$ cat config.mk
export PLATFORM = sky130hd
export DESIGN_NAME = bank_sram_port_arb_flat
export DESIGN_NICKNAME = d
export VERILOG_FILES = /design/src/rtl/bank_sram_port_arb_if.sv /design/src/rtl/bank_sram_port_arb.sv /design/src/flat_wrapper.sv
export SDC_FILE = /design/constraint.sdc
export NUM_CORES = 1
export LEC_CHECK = 0
export CORE_AREA = 2 2 187 189
export DETAILED_ROUTE_END_ITERATION = 16
export DIE_AREA = 0 0 189 191
export HOLD_SLACK_MARGIN = 0.02
export PLACE_DENSITY = 0.77
export SLEW_MARGIN = 20
export SYNTH_ARGS = -nofsm -noshare
export SYNTH_HDL_FRONTEND = slang
export SYNTH_SLANG_ARGS = --single-unit
$ cat constraint.sdc
create_clock -name clk_i -period 5.79 [get_ports clk_i]
set_input_delay 0.579 -clock clk_i [delete_from_list [all_inputs] [get_ports clk_i]]
set_output_delay 0.579 -clock clk_i [all_outputs]
set_load 0.02 [all_outputs]
$ cat src/rtl/bank_sram_port_arb_if.sv
// Command-port bundle between the issue queue / refill writer and the SRAM controller.
// The slave modport is the arbiter's view; master is the surrounding environment.
interface bank_sram_port_arb_if;
    logic         iq_valid_i;
    logic         iq_ready_o;
    logic [2:0]   iq_opcode_i;
    logic [6:0]   iq_set_way_offset_i;
    logic [7:0]   iq_wbuffer_id_i;
    logic [2:0]   iq_rob_id_i;
    logic [1:0]   iq_ch_id_i;
    logic         rf_valid_i;
    logic         rf_ready_o;
    logic [5:0]   rf_set_way_i;
    logic [255:0] rf_data_i;
    logic         rf_urgent_i;
    logic         sram_valid_o;
    logic         sram_ready_i;
    logic [2:0]   sram_opcode_o;
    logic [6:0]   sram_addr_o;
    logic [127:0] sram_wdata_o;
    logic [7:0]   sram_wbuffer_id_o;
    logic [2:0]   sram_rob_id_o;
    logic [1:0]   sram_ch_id_o;

    modport slave (
        input  iq_valid_i, iq_opcode_i, iq_set_way_offset_i, iq_wbuffer_id_i, iq_rob_id_i, iq_ch_id_i,
        input  rf_valid_i, rf_set_way_i, rf_data_i, rf_urgent_i, sram_ready_i,
        output iq_ready_o, rf_ready_o,
        output sram_valid_o, sram_opcode_o, sram_addr_o, sram_wdata_o,
        output sram_wbuffer_id_o, sram_rob_id_o, sram_ch_id_o
    );

    modport master (
        output iq_valid_i, iq_opcode_i, iq_set_way_offset_i, iq_wbuffer_id_i, iq_rob_id_i, iq_ch_id_i,
        output rf_valid_i, rf_set_way_i, rf_data_i, rf_urgent_i, sram_ready_i,
        input  iq_ready_o, rf_ready_o,
        input  sram_valid_o, sram_opcode_o, sram_addr_o, sram_wdata_o,
        input  sram_wbuffer_id_o, sram_rob_id_o, sram_ch_id_o
    );
endinterface

$ cat src/rtl/bank_sram_port_arb.sv
// Round-robin arbiter (with refill urgency override) sharing the bank SRAM command port
// between the issue queue and the two-beat refill writer; output is registered.
module bank_sram_port_arb #(
    parameter int unsigned CNT_WIDTH = 16
) (
    input  logic                 clk_i,
    input  logic                 rst_ni,
    bank_sram_port_arb_if.slave  bus,
    output logic                 busy_o,
    output logic [CNT_WIDTH-1:0] iq_grant_cnt_o,
    output logic [CNT_WIDTH-1:0] rf_grant_cnt_o
);

    typedef enum logic [1:0] {IDLE, IQ_HOLD, RF_BEAT0, RF_BEAT1} state_t;
    typedef enum logic {SRC_IQ, SRC_RF} src_t;

    state_t         state;
    src_t           last_grant;
    logic           valid_q;
    logic [2:0]     opcode_q;
    logic [6:0]     addr_q;
    logic [127:0]   wdata_q;
    logic [7:0]     wbuf_q;
    logic [2:0]     rob_q;
    logic [1:0]     ch_q;
    logic [5:0]     line_sw_q;
    logic [127:0]   line_hi_q;
    logic [CNT_WIDTH-1:0] iq_cnt_q;
    logic [CNT_WIDTH-1:0] rf_cnt_q;

    logic acc;
    logic iq_win;
    logic rf_win;

    always_comb begin
        acc = (state == IDLE) ||
              (((state == IQ_HOLD) || (state == RF_BEAT1)) && bus.sram_ready_i);
        iq_win = acc && bus.iq_valid_i &&
                 (!bus.rf_valid_i || (!bus.rf_urgent_i && (last_grant == SRC_RF)));
        rf_win = acc && bus.rf_valid_i && !iq_win;
    end

    // Readies are gated by reset so nothing is accepted while the bank is held in reset.
    assign bus.iq_ready_o        = iq_win && rst_ni;
    assign bus.rf_ready_o        = rf_win && rst_ni;
    assign bus.sram_valid_o      = valid_q;
    assign bus.sram_opcode_o     = opcode_q;
    assign bus.sram_addr_o       = addr_q;
    assign bus.sram_wdata_o      = wdata_q;
    assign bus.sram_wbuffer_id_o = wbuf_q;
    assign bus.sram_rob_id_o     = rob_q;
    assign bus.sram_ch_id_o      = ch_q;
    assign busy_o                = (state != IDLE);
    assign iq_grant_cnt_o        = iq_cnt_q;
    assign rf_grant_cnt_o        = rf_cnt_q;

    always_ff @(posedge clk_i or negedge rst_ni) begin
        if (!rst_ni) begin
            state      <= IDLE;
            last_grant <= SRC_RF;
            valid_q    <= 1'b0;
            opcode_q   <= '0;
            addr_q     <= '0;
            wdata_q    <= '0;
            wbuf_q     <= '0;
            rob_q      <= '0;
            ch_q       <= '0;
            line_sw_q  <= '0;
            line_hi_q  <= '0;
            iq_cnt_q   <= '0;
            rf_cnt_q   <= '0;
        end else if (iq_win) begin
            state      <= IQ_HOLD;
            last_grant <= SRC_IQ;
            valid_q    <= 1'b1;
            opcode_q   <= bus.iq_opcode_i;
            addr_q     <= bus.iq_set_way_offset_i;
            wdata_q    <= '0;
            wbuf_q     <= bus.iq_wbuffer_id_i;
            rob_q      <= bus.iq_rob_id_i;
            ch_q       <= bus.iq_ch_id_i;
            if (iq_cnt_q != '1)
                iq_cnt_q <= iq_cnt_q + CNT_WIDTH'(1);
        end else if (rf_win) begin
            // Upper half waits in the line register so beat1 can follow without re-asking the writer.
            state      <= RF_BEAT0;
            last_grant <= SRC_RF;
            valid_q    <= 1'b1;
            opcode_q   <= 3'b100;
            addr_q     <= {bus.rf_set_way_i, 1'b0};
            wdata_q    <= bus.rf_data_i[127:0];
            wbuf_q     <= '0;
            rob_q      <= '0;
            ch_q       <= '0;
            line_sw_q  <= bus.rf_set_way_i;
            line_hi_q  <= bus.rf_data_i[255:128];
            if (rf_cnt_q != '1)
                rf_cnt_q <= rf_cnt_q + CNT_WIDTH'(1);
        end else begin
            case (state)
                RF_BEAT0: begin
                    if (bus.sram_ready_i) begin
                        state   <= RF_BEAT1;
                        addr_q  <= {line_sw_q, 1'b1};
                        wdata_q <= line_hi_q;
                    end
                end
                IQ_HOLD, RF_BEAT1: begin
                    if (bus.sram_ready_i) begin
                        state   <= IDLE;
                        valid_q <= 1'b0;
                    end
                end
                default: ;
            endcase
        end
    end

endmodule

$ cat src/flat_wrapper.sv
// flat-port wrapper written by rule: the top's interface ports become plain ports
module bank_sram_port_arb_flat 
#(
    parameter int unsigned CNT_WIDTH = 16
)
  (clk_i, rst_ni, busy_o, iq_grant_cnt_o, rf_grant_cnt_o, bus_iq_valid_i, bus_iq_opcode_i, bus_iq_set_way_offset_i, bus_iq_wbuffer_id_i, bus_iq_rob_id_i, bus_iq_ch_id_i, bus_rf_valid_i, bus_rf_set_way_i, bus_rf_data_i, bus_rf_urgent_i, bus_sram_ready_i, bus_iq_ready_o, bus_rf_ready_o, bus_sram_valid_o, bus_sram_opcode_o, bus_sram_addr_o, bus_sram_wdata_o, bus_sram_wbuffer_id_o, bus_sram_rob_id_o, bus_sram_ch_id_o);
  bank_sram_port_arb_if bus_i ();
  input  logic clk_i;
  input  logic rst_ni;
  output logic busy_o;
  output logic [CNT_WIDTH-1:0] iq_grant_cnt_o;
  output logic [CNT_WIDTH-1:0] rf_grant_cnt_o;
  input wire logic [$bits(bus_i.iq_valid_i)-1:0] bus_iq_valid_i;
  input wire logic [$bits(bus_i.iq_opcode_i)-1:0] bus_iq_opcode_i;
  input wire logic [$bits(bus_i.iq_set_way_offset_i)-1:0] bus_iq_set_way_offset_i;
  input wire logic [$bits(bus_i.iq_wbuffer_id_i)-1:0] bus_iq_wbuffer_id_i;
  input wire logic [$bits(bus_i.iq_rob_id_i)-1:0] bus_iq_rob_id_i;
  input wire logic [$bits(bus_i.iq_ch_id_i)-1:0] bus_iq_ch_id_i;
  input wire logic [$bits(bus_i.rf_valid_i)-1:0] bus_rf_valid_i;
  input wire logic [$bits(bus_i.rf_set_way_i)-1:0] bus_rf_set_way_i;
  input wire logic [$bits(bus_i.rf_data_i)-1:0] bus_rf_data_i;
  input wire logic [$bits(bus_i.rf_urgent_i)-1:0] bus_rf_urgent_i;
  input wire logic [$bits(bus_i.sram_ready_i)-1:0] bus_sram_ready_i;
  output wire logic [$bits(bus_i.iq_ready_o)-1:0] bus_iq_ready_o;
  output wire logic [$bits(bus_i.rf_ready_o)-1:0] bus_rf_ready_o;
  output wire logic [$bits(bus_i.sram_valid_o)-1:0] bus_sram_valid_o;
  output wire logic [$bits(bus_i.sram_opcode_o)-1:0] bus_sram_opcode_o;
  output wire logic [$bits(bus_i.sram_addr_o)-1:0] bus_sram_addr_o;
  output wire logic [$bits(bus_i.sram_wdata_o)-1:0] bus_sram_wdata_o;
  output wire logic [$bits(bus_i.sram_wbuffer_id_o)-1:0] bus_sram_wbuffer_id_o;
  output wire logic [$bits(bus_i.sram_rob_id_o)-1:0] bus_sram_rob_id_o;
  output wire logic [$bits(bus_i.sram_ch_id_o)-1:0] bus_sram_ch_id_o;
  assign bus_i.iq_valid_i = bus_iq_valid_i;
  assign bus_i.iq_opcode_i = bus_iq_opcode_i;
  assign bus_i.iq_set_way_offset_i = bus_iq_set_way_offset_i;
  assign bus_i.iq_wbuffer_id_i = bus_iq_wbuffer_id_i;
  assign bus_i.iq_rob_id_i = bus_iq_rob_id_i;
  assign bus_i.iq_ch_id_i = bus_iq_ch_id_i;
  assign bus_i.rf_valid_i = bus_rf_valid_i;
  assign bus_i.rf_set_way_i = bus_rf_set_way_i;
  assign bus_i.rf_data_i = bus_rf_data_i;
  assign bus_i.rf_urgent_i = bus_rf_urgent_i;
  assign bus_i.sram_ready_i = bus_sram_ready_i;
  assign bus_iq_ready_o = bus_i.iq_ready_o;
  assign bus_rf_ready_o = bus_i.rf_ready_o;
  assign bus_sram_valid_o = bus_i.sram_valid_o;
  assign bus_sram_opcode_o = bus_i.sram_opcode_o;
  assign bus_sram_addr_o = bus_i.sram_addr_o;
  assign bus_sram_wdata_o = bus_i.sram_wdata_o;
  assign bus_sram_wbuffer_id_o = bus_i.sram_wbuffer_id_o;
  assign bus_sram_rob_id_o = bus_i.sram_rob_id_o;
  assign bus_sram_ch_id_o = bus_i.sram_ch_id_o;
  bank_sram_port_arb #(.CNT_WIDTH(CNT_WIDTH)) u_core (.clk_i(clk_i), .rst_ni(rst_ni), .bus(bus_i), .busy_o(busy_o), .iq_grant_cnt_o(iq_grant_cnt_o), .rf_grant_cnt_o(rf_grant_cnt_o));
endmodule
* Yosys cells after proc, flatten, opt, wreduce, memory -nomap -nowiden
Cells that the tools add are included.
** Word-level totals
- Bits in registers :: 321
- Input bits :: 291
- Output and inout bits :: 187
- Logic and storage cells :: 78
** Operators by class
- Add/subtract/negate cells :: 2
- Equal/unequal tests :: 7
- Muxes and demuxes :: 27
- Bitwise logic cells :: 1
- Reductions and logical operators :: 28
** Operators by type and width (number)
- 128-bit 2-to-1 mux :: 4
- 16-bit by 1-bit adder with 16-bit output (second input constant) :: 2
- 16-bit inequality test (second input constant) :: 2
- 7-bit 2-to-1 mux :: 4
- 8-bit 2-to-1 mux :: 2
- 2-bit 2-to-1 mux :: 6
- 3-bit 2-to-1 mux :: 4
- 3-bit nonzero test :: 3
- 1-bit logical AND :: 8
- 4-bit by 2-bit inequality test with 1-bit output (second input constant) :: 2
- 2-bit AND reduction :: 4
- 1-bit 2-to-1 mux :: 6
- 3-bit AND reduction :: 2
- 2-bit equality test (second input constant) :: 2
- 2-bit case mux with 2 select lines :: 1
- 2-bit nonzero test :: 2
- 4-bit nonzero test :: 1
- 1-bit zero test :: 3
- 1-bit logical OR :: 3
- 2-bit by 1-bit equality test with 1-bit output (second input constant) :: 1
- 2-bit zero test :: 1
- 2-bit OR reduction :: 1
- 1-bit NOT :: 1

* Depth between registers and ports, before layout
Gate-level depths: netlist (run 1).
- Depth after elaboration :: 10
- Mapped depth :: 8
- Depth with buffers taken out :: 6

* Least setup slack after synthesis (run 1)
OpenSTA, ideal clock, no wires.
- Path kind :: in2out
- From :: in bus_rf_urgent_i
- To :: out bus_iq_ready_o
- Arrival time :: 1.875 ns
- Required time :: 5.211 ns
- Path slack :: 3.336 ns
- Stages :: 5
- Path buffers :: 1
- Cells stage by stage :: and2b_1 o21a_1 a21boi_2 clkbuf_1 and2_1
** Between the ends
- Cells in the longest elaborated chain, start to end :: 5
** Ends and longest elaborated chain
- start: declaration :: RTL line flat_wrapper.sv:22 : input wire logic [$bits(bus_i.rf_urgent_i)-1:0] bus_rf_urgent_i;
- 1-bit zero test :: RTL line bank_sram_port_arb.sv:39 : (!bus.rf_valid_i || (!bus.rf_urgent_i && (last_grant == SRC_RF)));
- 1-bit logical AND :: RTL line bank_sram_port_arb.sv:39
- 1-bit logical OR :: RTL line bank_sram_port_arb.sv:39
- 1-bit logical AND :: RTL line bank_sram_port_arb.sv:38 : iq_win = acc && bus.iq_valid_i &&
- 1-bit logical AND :: RTL line bank_sram_port_arb.sv:44 : assign bus.iq_ready_o = iq_win && rst_ni;
- end: declaration :: RTL line flat_wrapper.sv:24 : output wire logic [$bits(bus_i.iq_ready_o)-1:0] bus_iq_ready_o;
No other way between the ends.

* Final worst setup path (run 1)
Same ends and word-level chain as after synthesis.

==> flow_metrics.tcl, run 1 <==
set metrics [dict create \
    status "finished, final reports clean" \
    crit_chain "clkdlybuf4s50_1 -> and2b_1 -> o21a_1 -> a21boi_2 -> and2_1 -> clkdlybuf4s50_1" \
    drv_slew 0 \
    sw_frac_of_total_pct 36.0 \
    final_cell_mix "nand2_1, clkdlybuf4s50_1, dfrtp_1, mux2i_1, o21ai_1" \
    cts.sinks 321 \
    num_rows 68 \
    worstReg2RegStart "u_core.last_grant" \
    crit_start "bus_rf_urgent_i" \
    layout_setup_ws_ns 2.14 \
    top_layer_used "met5" \
    setup_tns_ns 0 \
    combPwrFrac_pct 38.4 \
    die_y_um 191 \
    worstPathRequired_ns 5.21 \
    clk_path_buf_depth 3 \
    path_common_cell "clkdlybuf4s50_1" \
    wl_per_cell_um 17.8 \
    hold_violations 0 \
    fmax_mhz 274 \
    syn2layout_area_growth_pct 46.7 \
    post_cts_resized 0 \
    p_seq_share_pct 38.4 \
    core_area_um2 34100 \
    avgSynthCellArea_um2 9.94 \
    drive_above_1_share_pct 4.21 \
    pwr-share-clk_pct 23.3 \
    synth_cell_types 46 \
    setup_viol_count_final 0 \
    die_area_um2 36100 \
    max_stage_delay_ns 0.68 \
    nets 2098 \
    synthTopCellsByArea "dfrtp_1, nand2_1, mux2i_1" \
    syn-cell-area_um2 13500 \
    remaining_drc_errors 0 \
    cts_buffers 36 \
    synth-edff-count 0 \
    fill_cells 2892 \
    drtPass1Iterations 5 \
    p_per_area_nw_per_um2 493 \
    ir_drop_mv 0.273 \
    p_leak_nw 8.90 \
    endpoint_kind "primary output" \
    cts_hold_buf 0 \
    internal_power_mw 6.24 \
    worst_slew_pin_slew_ns 1.10 \
    period_minus_slack_ns 3.65 \
    htree_levels 2 \
    port-buffer-count 477 \
    overflow 0 \
    netlist.area_leader.share_pct 59.3 \
    layout_commonest_cell "nand2_1" \
    hold_ws_ns 0.0321 \
    die_w_um 189 \
    place.gp.congestion 0.871 \
    grt_pass1_wl_um 63800 \
    path_max_fanout 18 \
    synthFlopType "dfrtp_1" \
    cp.arrival_ns 3.07 \
    cts_root_buf "clkbuf_16" \
    cp-start-kind "input pin" \
    synth-async-reset-ratio_pct 100 \
    fin_util_pct 58.0 \
    path_buf_inv 2 \
    critPathSlowestCell "a21boi_2" \
    wl_met3_um 3010 \
    wl_um 40900 \
    start_util_pct 39.6 \
    clk_pin_slew_worst_paths_ns 0.06 \
    synth-seq-cells 321 \
    yosysTopAreaCell "dfrtp_1" \
    crit_type "in2out" \
    dr_wl_met2_um 20600 \
    antenna_found_initial 6 \
    ys_warn_count 0 \
    antenna_left 0 \
    p_total_mw 9.75 \
    grtUsageTotal_pct 22.3 \
    post_cts_buffers 0 \
    multi_input_area_um2 5070 \
    finalCritPeriodShare_pct 63.0 \
    rsz0062_at_grt "false" \
    m1WireLength_um 15900 \
    viasPerCell 4.94 \
    slew_headroom_pct 26.5 \
    fin_skew_ns 0.0146 \
    synth_cells 1358 \
    grt_pass1_vias 11533 \
    drtIter0Drc 578 \
    cts_tree "yes" \
    p_switching_mw 3.51 \
    reg2reg_slack_ns 2.56 \
    drv_cap 0 \
    hold_path_class "in2async" \
    dp_worst_setup_slack_ns 2.01 \
    yosysSeqAreaShare_pct 59.5 \
    vias 11310 \
    io_pins 478 \
    crit_family "buffers and inverters" \
    hpwlAfterDp_um 28600 \
    grt_max_degree 178 \
    clkLatencyLatePin_ns 0.50 \
    synth_nets 1651 \
    regArea_um2 8030 \
]
==> Yosys cell counts, drive strengths merged, types with 3 or more instances <==
library cell  number
a211oi             7
a21o               7
a21oi              6
a22o              15
and2               5
and3               3
buf               38
clkbuf            41
dfrtp            320
inv                5
mux2i            134
nand2            549
nand3              6
nand4             19
nor2              21
nor3               3
o21ai            130
xnor2             21
xor2               7
==> flip-flops by register name, summed over array words and instances (netlist names) <==
| signal | cells |
|---|---|
| u_core.bus.sram_wdata_o | 128 |
| u_core.line_hi_q | 128 |
| u_core.iq_grant_cnt_o | 16 |
| u_core.rf_grant_cnt_o | 16 |
| u_core.bus.sram_wbuffer_id_o | 8 |
| u_core.bus.sram_addr_o | 7 |
| u_core.line_sw_q | 6 |
| u_core.bus.sram_opcode_o | 3 |
| u_core.bus.sram_rob_id_o | 3 |
| u_core.bus.sram_ch_id_o | 2 |
| u_core.state | 2 |
| u_core.bus.sram_valid_o | 1 |
| u_core.last_grant | 1 |
==> worst reg2reg max path: stages (launching register included) <==
cell,delay [ns]
dfstp_2,0.54
and2b_1,0.27
o21a_1,0.19
a21boi_2,0.68
or2_4,0.74
buf_12,0.44
o21ai_1,0.22
==> path summary, 6_finish.rpt <==
path / cells past startpoint / end
max: 6 / bus_iq_ready_o
min: 1 / u_core.bus.sram_wdata_o[65]
max reg2reg: 6 / u_core.bus.sram_wdata_o[50]
min reg2reg: 2 / u_core.line_hi_q[85]
max in group asynchronous: 2 / u_core.line_hi_q[3]
min in group clk_i: 2 / u_core.line_hi_q[85]
==> routing by layer <==
layer	track usage [%]	up-vias
li1	-	5356
met1	27.4	5460
met2	37.9	393
met3	6.00	97
met4	7.75	4
met5	0	-
==> power by group through the flow <==
stage / logic (mW) / clock network [mW] / registers [mW]
4_1_cts: 3.80 / 2.32 / 3.74
3_5_place_dp: 3.78 / 0 / 3.77
6_report: 3.74 / 2.27 / 3.74
5_1_grt: 4.08 / 2.41 / 3.85
2_1_floorplan: 1.51 / 0 / 4.25
3_3_place_gp: 3.69 / 0 / 3.72
==> area by class of cell <==
| class | instances | area share [%] |
|---|---|---|
| Multi-Input combinational cell | 953 | 25.6 |
| Timing Repair Buffer | 488 | 24.9 |
| Inverter | 5 | 0.0948 |
| Sequential cell | 321 | 40.6 |
| Clock inverter | 8 | 0.487 |
| Clock buffer | 55 | 5.42 |
| Antenna cell | 4 | 0.0506 |
| Tap cell | 455 | 2.88 |
==> per-stage QoR <==
| stage | instance area (um^2) | instances |
|---|---|---|
| global placement | 18600 | 2222 |
| floorplan | 13500 | 1358 |
| detailed placement | 18600 | 2222 |
| CTS | 19800 | 2285 |
| global route | 19800 | 2288 |
| finish | 19800 | 2289 |
==> kinds of logic after synthesis <==
group,after synthesis,share of synthesized area [%]
compound gates,172,7.44
xor+xnor,28,1.82
fa+ha+maj,2,0.185
buf+inv,84,3.00
flops,321,59.5
mux,136,10.1
simple gates,615,17.9
No activity file was read; power rests on OpenSTA's default activity.
==> run 2, diff against run 1 <==
clock period = 3.6 ns   (was 5.79 ns; I/O delays follow)
==> run 2 against run 1 <==
  * Count of clock-buffer cells in the layout shrank 3
  * Critical path depth shrank 1
  * Sequential cell count is the same
  * Die area is the same
  * Sequential power grew 60%
==> flow_metrics.tcl, run 2 (synthesized netlist as in run 1, its figures left out) <==
set metrics [dict create \
    crit_family "buffers and inverters" \
    cts_buffers 36 \
    setup_viol_count_final 0 \
    max_stage_delay_ns 0.59 \
    wl_per_cell_um 17.7 \
    grt_max_degree 158 \
    crit_chain "and2b_1 -> o21a_1 -> a21boi_2 -> and2_1 -> clkdlybuf4s50_1" \
    hold_violations 0 \
    fill_cells 2893 \
    antenna_left 0 \
    grtUsageTotal_pct 22.0 \
    drtIter0Drc 591 \
    regArea_um2 8030 \
    cp-start-kind "flip-flop" \
    crit_start "u_core.last_grant" \
    crit_type "reg2out" \
    critPathSlowestCell "clkdlybuf4s50_1" \
    antenna_found_initial 5 \
    rsz0062_at_grt "false" \
    status "finished, final reports clean" \
    worstReg2RegStart "u_core.state[1]" \
    drive_above_1_share_pct 4.69 \
    slew_headroom_pct 40.6 \
    path_max_fanout 4 \
    setup_tns_ns 0 \
    port-buffer-count 477 \
    die_y_um 191 \
    remaining_drc_errors 0 \
    wl_um 40700 \
    design_area_um2 19900 \
    drtPass1Iterations 8 \
    io_pins 478 \
    layout_commonest_cell "nand2_1" \
    viasPerCell 4.94 \
    die_w_um 189 \
    grt_pass1_vias 11427 \
    hold_path_class "in2async" \
    die_area_um2 36100 \
    syn2layout_area_growth_pct 47.3 \
    drv_slew 0 \
    endpoint_kind "primary output" \
    cp.arrival_ns 2.37 \
    cts_tree "yes" \
    nets 2102 \
    p_total_mw 15.7 \
    ir_drop_mv 0.448 \
    final_cell_mix "nand2_1, clkdlybuf4s50_1, dfrtp_1, mux2i_1, o21ai_1" \
    instances_no_fill 2295 \
    r2r_end "u_core.bus.sram_wdata_o[28]" \
    core_area_um2 34100 \
    post_cts_buffers 0 \
    grt_pass1_wl_um 63100 \
    overflow 0 \
    p_per_area_nw_per_um2 789 \
    fin_util_pct 58.3 \
    place_area_um2 18700 \
    start_util_pct 39.6 \
    clkLatencyLatePin_ns 0.50 \
    cp.depth 5 \
    setup.worst_path.end "bus_iq_ready_o" \
    fmax_mhz 366 \
    finalCritPeriodShare_pct 75.8 \
    reg2reg_slack_ns 1.18 \
    period_minus_slack_ns 2.73 \
    worst_slew_pin_slew_ns 0.892 \
    clk_path_buf_depth 3 \
    hpwlAfterDp_um 28000 \
    path_buf_inv 1 \
    htree_levels 2 \
    cts_root_buf "clkbuf_16" \
    multi_input_area_um2 5070 \
    cts.sinks 321 \
    vias 11346 \
    drv_cap 0 \
    reg2reg_depth 7 \
    post_cts_resized 0 \
    clk_pin_slew_worst_paths_ns 0.06 \
    p_leak_nw 8.95 \
    num_rows 68 \
    place.gp.congestion 0.852 \
    place_inst 2225 \
    fin_skew_ns 0.0111 \
    worstPathRequired_ns 3.24 \
]
## run 2: stage by stage
stage | hold WS (ns) | setup slack [ns]
floorplan | 0.0644 | 1.50
global placement | 0.290 | 0.937
detailed placement | 0.293 | 0.868
CTS | 0.355 | 0.840
global route | 0.367 | 0.735
finish | 0.351 | 0.871
## run 2: timing repair
action                                 4_1_cts  5_1_grt
setup endpoints to repair                    0        0
hold buffers                                 1        0
endpoints found under the hold margin       46        0
## run 2: cell type report
cell class,count,share of cell area [%]
clock inverter,12,0.478
multi-input combinational,953,25.5
inverter,5,0.0944
antenna,5,0.0630
clock buffer,52,5.45
sequential,321,40.4
tap,455,2.86
timing repair buffer,492,25.1
## run 2: per-layer routing
metal	vias up	wire, um	global-route usage [%]
met3	96	3090	5.82
met1	5499	16100	27.1
met5	-	13	0
li1	5358	-	-
met4	2	1680	9.89
met2	391	19800	36.2
## run 2: power by group
part	switching, mW	leakage [nW]	internal, mW	total [mW]
logic	3.32	4.31	2.73	6.05
registers	0.875	4.05	5.12	6.00
clock network	1.46	0.588	2.16	3.63
## run 2: worst min-delay path by stage
stage	end	slack [ns]
global placement	u_core.line_hi_q[58]	0.29
global route	u_core.line_hi_q[116]	0.37
floorplan	u_core.bus.sram_addr_o[0]	0.06
finish	u_core.line_hi_q[58]	0.35
CTS	u_core.line_hi_q[58]	0.36
detailed placement	u_core.line_hi_q[58]	0.29
